<file path="src/rtl/touch_key_gen.sv">
// Touch-key stimulus generator: on start, emits a burst of active-low
// presses with programmable press width, release gap and count.
module touch_key_gen #(
  parameter int CNT_W = 16,
  parameter int NUM_W = 8
) (
  input  logic             sys_clk,
  input  logic             sys_rst,
  input  logic             start,
  input  logic             abort,
  input  logic [CNT_W-1:0] press_len,
  input  logic [CNT_W-1:0] gap_len,
  input  logic [NUM_W-1:0] press_num,
  output logic             touch_key,
  output logic             busy,
  output logic             done,
  output logic [NUM_W-1:0] press_cnt
);

  typedef enum logic [1:0] {
    IDLE,
    PRESS,
    GAP,
    FIN
  } state_e;

  localparam logic [CNT_W-1:0] ONE = {{(CNT_W-1){1'b0}}, 1'b1};

  state_e state_q, state_d;
  logic [CNT_W-1:0] cnt_q, cnt_d;
  logic [CNT_W-1:0] plen_q, plen_d;
  logic [CNT_W-1:0] glen_q, glen_d;
  logic [NUM_W-1:0] num_q, num_d;
  logic [NUM_W-1:0] pcnt_q, pcnt_d;
  logic             key_q, key_d;
  logic             busy_q, busy_d;
  logic             done_q, done_d;
  logic [CNT_W-1:0] plen_in, glen_in;
  logic [NUM_W-1:0] pcnt_inc;

  always_comb begin
    // zero lengths behave as one cycle
    plen_in  = (press_len == '0) ? ONE : press_len;
    glen_in  = (gap_len == '0) ? ONE : gap_len;
    pcnt_inc = pcnt_q + 1'b1;

    state_d = state_q;
    cnt_d   = cnt_q;
    plen_d  = plen_q;
    glen_d  = glen_q;
    num_d   = num_q;
    pcnt_d  = pcnt_q;
    key_d   = key_q;
    busy_d  = busy_q;
    done_d  = 1'b0;

    case (state_q)
      IDLE: begin
        key_d  = 1'b1;
        busy_d = 1'b0;
        if (start) begin
          plen_d = plen_in;
          glen_d = glen_in;
          num_d  = press_num;
          pcnt_d = '0;
          cnt_d  = plen_in - 1'b1;
          if (press_num == '0) begin
            state_d = FIN;
            done_d  = 1'b1;
          end else begin
            state_d = PRESS;
            key_d   = 1'b0;
            busy_d  = 1'b1;
          end
        end
      end
      PRESS: begin
        if (abort) begin
          state_d = FIN;
          key_d   = 1'b1;
          busy_d  = 1'b0;
          done_d  = 1'b1;
        end else if (cnt_q == '0) begin
          pcnt_d = pcnt_inc;
          key_d  = 1'b1;
          if (pcnt_inc == num_q) begin
            state_d = FIN;
            busy_d  = 1'b0;
            done_d  = 1'b1;
          end else begin
            state_d = GAP;
            cnt_d   = glen_q - 1'b1;
          end
        end else begin
          cnt_d = cnt_q - 1'b1;
        end
      end
      GAP: begin
        if (abort) begin
          state_d = FIN;
          key_d   = 1'b1;
          busy_d  = 1'b0;
          done_d  = 1'b1;
        end else if (cnt_q == '0) begin
          state_d = PRESS;
          key_d   = 1'b0;
          cnt_d   = plen_q - 1'b1;
        end else begin
          cnt_d = cnt_q - 1'b1;
        end
      end
      FIN: begin
        state_d = IDLE;
        key_d   = 1'b1;
        busy_d  = 1'b0;
      end
      default: state_d = IDLE;
    endcase
  end

  always_ff @(posedge sys_clk or posedge sys_rst) begin
    if (sys_rst) begin
      state_q <= IDLE;
      cnt_q   <= '0;
      plen_q  <= '0;
      glen_q  <= '0;
      num_q   <= '0;
      pcnt_q  <= '0;
      key_q   <= 1'b1;
      busy_q  <= 1'b0;
      done_q  <= 1'b0;
    end else begin
      state_q <= state_d;
      cnt_q   <= cnt_d;
      plen_q  <= plen_d;
      glen_q  <= glen_d;
      num_q   <= num_d;
      pcnt_q  <= pcnt_d;
      key_q   <= key_d;
      busy_q  <= busy_d;
      done_q  <= done_d;
    end
  end

  assign touch_key = key_q;
  assign busy      = busy_q;
  assign done      = done_q;
  assign press_cnt = pcnt_q;

endmodule

</file>
<file path="config.mk">
export PLATFORM = sky130hd
export DESIGN_NAME = touch_key_gen
export DESIGN_NICKNAME = d
export VERILOG_FILES = /design/src/rtl/touch_key_gen.sv
export SDC_FILE = /design/constraint.sdc
export NUM_CORES = 1
export LEC_CHECK = 0
export CORE_MARGIN = 4
export CORE_UTILIZATION = 50
export DETAILED_ROUTE_END_ITERATION = 8
export PLACE_DENSITY = 0.72
export SLEW_MARGIN = 5
export SYNTH_ARGS = -nofsm -noshare
export SYNTH_HDL_FRONTEND = slang
export SYNTH_SLANG_ARGS = --single-unit
</file>
<file path="constraint.sdc">
create_clock -name sys_clk -period 5.1 [get_ports sys_clk]
set_input_delay 0.51 -clock sys_clk [delete_from_list [all_inputs] [get_ports sys_clk]]
set_output_delay 0.51 -clock sys_clk [all_outputs]
set_load 0.03 [all_outputs]
</file>
# Word level (Yosys, flattened, before mapping)
# Cells that the tools add are included.
word_totals:
  output_inout_bits: 11
  input_bits: 44
  regBits: 69
  word_cells: 81
classes:
  reduce_logical: 13
  n_eq_ne: 13
  mux: 41
  n_addsub: 5
op_table:
  columns: ["op", "count"]
  rows:
  - ["16-bit 2-to-1 mux", 8]
  - ["16-bit by 1-bit subtractor with 16-bit output (second input constant)", 4]
  - ["16-bit logical NOT", 3]
  - ["16-bit one-hot mux with 3 select lines", 1]
  - ["8-bit 2-to-1 mux", 3]
  - ["1-bit 2-to-1 mux", 18]
  - ["8-bit one-hot mux with 2 select lines", 1]
  - ["2-bit 2-to-1 mux", 6]
  - ["3-bit != test (second input constant)", 4]
  - ["2-bit != test (second input constant)", 5]
  - ["8-bit by 1-bit adder with 8-bit output (second input constant)", 1]
  - ["8-bit == test", 1]
  - ["8-bit logical NOT", 1]
  - ["1-bit one-hot mux with 4 select lines", 2]
  - ["2-bit one-hot mux with 4 select lines", 1]
  - ["3-bit AND reduction", 2]
  - ["5-bit AND reduction", 1]
  - ["2-bit == test (second input constant)", 2]
  - ["2-bit AND reduction", 2]
  - ["4-bit AND reduction", 1]
  - ["1-bit one-hot mux with 3 select lines", 1]
  - ["3-bit nonzero test", 1]
  - ["2-bit by 1-bit == test with 1-bit output (second input constant)", 1]
  - ["2-bit logical NOT", 1]
  - ["2-bit nonzero test", 1]

# Logic depth before layout (Yosys ltp)
depth:
  ltp_word: 6
  depth_mapped: 10
  ltp_nobuf: 10

# Worst setup path before layout
# No wires, ideal clock.
synth_timing:
  path_type: "input to register"
  from: "in press_len[2]"
  to: "reg cnt_q[14]"
  setup_ns: 0.129
  path_slack_ns: 2.448
  path_stages: 10
  t_arrival_ns: 2.523
  path_buffers: 0
  required_time_ns: 4.971
  path_cell_list: "nor4_1 > and3_1 > a31oi_1 > ha_1 > nor3b_1 > nand4b_1 > or3_1 > xnor2_1 > a32oi_1 > o22ai_1"
synth_via:
  elab_chain_cells: 5
synth_lines:
  columns: ["element", "line_no", "text"]
  rows:
  - ["from (decl)", "11", "input logic [CNT_W-1:0] press_len,"]
  - ["16-bit logical NOT", "43", "plen_in = (press_len == '0) ? ONE : press_len;"]
  - ["16-bit 2-to-1 mux (*)", "43", null]
  - ["16-bit by 1-bit subtractor with 16-bit output (*)", "66", "cnt_d = plen_in - 1'b1;"]
  - ["16-bit 2-to-1 mux (*)", "61", "if (start) begin"]
  - ["16-bit one-hot mux with 3 select lines (*)", "57", "case (state_q)"]
  - ["to (signal assigned)", "134", "cnt_q <= cnt_d;"]
  - ["to (decl)", "30", "logic [CNT_W-1:0] cnt_q, cnt_d;"]
# Mark *: on every way between the ends. The rest lies on a longest branch, timed or not. The select of a mux whose other input is x is not followed.
# A chain may end at the register's enable or synchronous reset.

# Final worst setup path
# Ends and elaborated chain as after synthesis.

==> flow_metrics.env <==
export IMPL_cts_htree_levels=3
export IMPL_async_flop_share_pct=100
export IMPL_arrival_ns=3.59
export IMPL_synth_ff_latch_count=69
export IMPL_grt_first_pass_wirelength_mm=22.1
export IMPL_clockBufferDepth=2
export IMPL_core_area_um2=9330
export IMPL_pre_cts_slack_ns=1.41
export IMPL_drv_cap=0
export IMPL_yosysWarningCount=0
export IMPL_path_class="primary input to register"
export IMPL_whs_ns=0.507
export IMPL_fin_area_um2=5690
export IMPL_critPathCaptureType="register"
export IMPL_cts_clk_slew_worst_paths_ns=0.08
export IMPL_clk_latency_ns=0.35
export IMPL_yosys_top_cells_count="dfrtp_1, o21ai_0, mux2_2, nand2_1, nor2_1"
export IMPL_synth_top_area_share_pct=35.3
export IMPL_routed_wirelength_mm=13.3
export IMPL_startpoint_type="primary input"
export IMPL_die_area_um2=11300
export IMPL_fin_crit_sh_pct=66.4
export IMPL_syn_nets=572
export IMPL_cts_buffers=9
export IMPL_area_growth_synth_to_final_pct=18.1
export IMPL_period_minus_slack_ns=3.39
export IMPL_dpl_cell_area_um2=5470
export IMPL_wl_per_cell_um=19.1
export IMPL_overflow=0
export IMPL_place_congestion=0.908
export IMPL_cp_max_fo=7
export IMPL_max_freq_mhz=295
export IMPL_skew_ns=0.0148
export IMPL_netlist_top_cells_area="dfrtp_1, mux2_2, o21ai_0, xnor2_1, xor2_1"
export IMPL_dr_pass1_iters=5
export IMPL_fill_cells=802
export IMPL_clock_root_buffer="clkbuf_8"
export IMPL_slew_violations=0
export IMPL_portBuffers=54
export IMPL_synth_edf_count=0
export IMPL_status="finished, final reports clean"
export IMPL_diodes=0
export IMPL_dp_hpwl_mm=9.73
export IMPL_die_w_um=106
export IMPL_yosysMostFrequentCell="dfrtp_1"
export IMPL_drtIter0Drc=429
export IMPL_worstPathRequired_ns=5.30
export IMPL_ys_seq_area_share_pct=35.9
export IMPL_yosysTopAreaCell="dfrtp_1"
export IMPL_max_slew_margin_pct=30.7
export IMPL_setup_tns_ns=0
export IMPL_fp_dieH_um=106
export IMPL_cts_tree="done"
export IMPL_wl_met1_mm=5.62
export IMPL_layout_drive_gt1_share_pct=14.2
export IMPL_highest_layer="met4"
export IMPL_syn_area_per_cell_um2=9.29
export IMPL_syn_inst=518
export IMPL_grt_pass1_vias=4374
export IMPL_cts_sinks=69
export IMPL_route_met3_wl_um=933
export IMPL_ant_nets=0
export IMPL_grt_setup_unrepaired="false"
export IMPL_synth_ff_type="dfrtp_1"
export IMPL_vias=4464
export IMPL_drc=0
export IMPL_grt_max_degree=48
export IMPL_start_util_pct=51.6
export IMPL_power_density_nw_per_um2=622
export IMPL_cts_resized=0
export IMPL_finalWorstSetupSlack_ns=1.71
export IMPL_io_pins=55
export IMPL_rows=35
export IMPL_setup_viol=0
export IMPL_worstHoldPathType="register to register"
export IMPL_cts_setup_buffers=0
export IMPL_route_met2_wl_mm=6.28
export IMPL_hold_violations=0
export IMPL_peakVddDrop_v=0.000270
export IMPL_ys_types=72
export IMPL_synthesis_area_um2=4810
export IMPL_tightest_slew_ns=1.04
export IMPL_p_leak_nw=2.12
export IMPL_grt_util_all_layers_pct=24.4
export IMPL_vias_per_cell=6.40
export IMPL_antenna_found_initial=0
export IMPL_cts_hold_buffers_added=0
export IMPL_fin_nets=618
==> path summary, 6_finish.rpt <==
path / start / end / slack, ns / cells after the start
max in group asynchronous: sys_rst / done / 3.48 / 3
min in group asynchronous: sys_rst / glen_q[11] / 0.71 / 2
worst max register to register: state_q[1] / cnt_q[8] / 2.19 / 7
worst min register to register: touch_key / touch_key / 0.51 / 1
worst min-delay path: touch_key / touch_key / 0.51 / 1
worst max-delay path: press_len[2] / cnt_q[14] / 1.71 / 11
==> final cells by class <==
cell class / count / area (um2) / area share, %
timing repair buffer: 61 / 593 / 10.4
inverter: 23 / 86.3 / 1.52
clock inverter: 6 / 95.1 / 1.67
tap: 129 / 161 / 2.84
multi-input combinational: 400 / 2900 / 50.9
clock buffer: 10 / 128 / 2.24
sequential: 69 / 1730 / 30.4
==> where the power goes <==
| part | total (W) | internal (W) | switching, W |
|---|---|---|---|
| clock | 0.000507 | 0.000280 | 0.000227 |
| combinational | 0.00192 | 0.000821 | 0.00109 |
| sequential | 0.00111 | 0.000805 | 0.000310 |
==> routing by layer <==
layer,vias up,GRT usage [%]
met5,-,0
met4,0,11.0
met3,45,4.01
met2,197,40.0
met1,2130,31.7
li1,2092,-
==> kinds of logic after synthesis <==
kind of cell | after synthesis | share of synthesized area, %
AND/OR/NAND/NOR | 157 | 18.9
AO/OA/AOI/OAI | 155 | 22.1
flip-flops | 69 | 35.9
buffers and inverters | 49 | 4.16
multiplexers | 41 | 9.54
XOR/XNOR | 37 | 6.73
adder cells (fa/ha/maj) | 10 | 2.60
==> flip-flops by register name (all words and copies together), names as in the netlist, 2 cells and up <==
name,cells
glen_q,16
cnt_q,16
num_q,8
press_cnt,8
plen_q,16
state_q,2
==> layout by cell type, fill, tap and decap left out, drive strengths merged, types with 10 or more instances in the layout <==
| cell type | netlist | layout |
|---|---|---|
| a21oi | 17 | 17 |
| a31oi | 10 | 10 |
| clkbuf | 17 | 10 |
| clkdlybuf4s50 | 0 | 54 |
| dfrtp | 68 | 68 |
| ha | 10 | 10 |
| inv | 21 | 22 |
| mux2 | 39 | 39 |
| nand2 | 27 | 27 |
| nand3 | 16 | 16 |
| nor2 | 24 | 24 |
| nor3 | 13 | 13 |
| nor4 | 18 | 18 |
| o21ai | 44 | 44 |
| o31ai | 16 | 16 |
| or4 | 12 | 12 |
| xnor2 | 20 | 20 |
| xor2 | 17 | 17 |
==> worst max-delay path, cell delays in order <==
cell	delay, ns
clkdlybuf4s50_1	0.56
nor4_1	0.16
and3_1	0.25
a31oi_1	0.27
ha_1	0.22
nor3b_1	0.58
nand4b_1	0.26
or3_1	0.38
xnor2_1	0.13
a32oi_1	0.15
o22ai_1	0.11
==> per-stage QoR <==
| stage | std cells | total power, W | utilization (%) |
|---|---|---|---|
| finish | 698 | 0.00354 | 61.0 |
| global route | 698 | 0.00380 | 61.0 |
| CTS | 698 | 0.00351 | 61.0 |
| detailed placement | 682 | 0.00299 | 58.6 |
| global placement | 682 | 0.00296 | 58.6 |
| floorplan | 518 | 0.00244 | - |
Power figures use the tool's default switching activity.
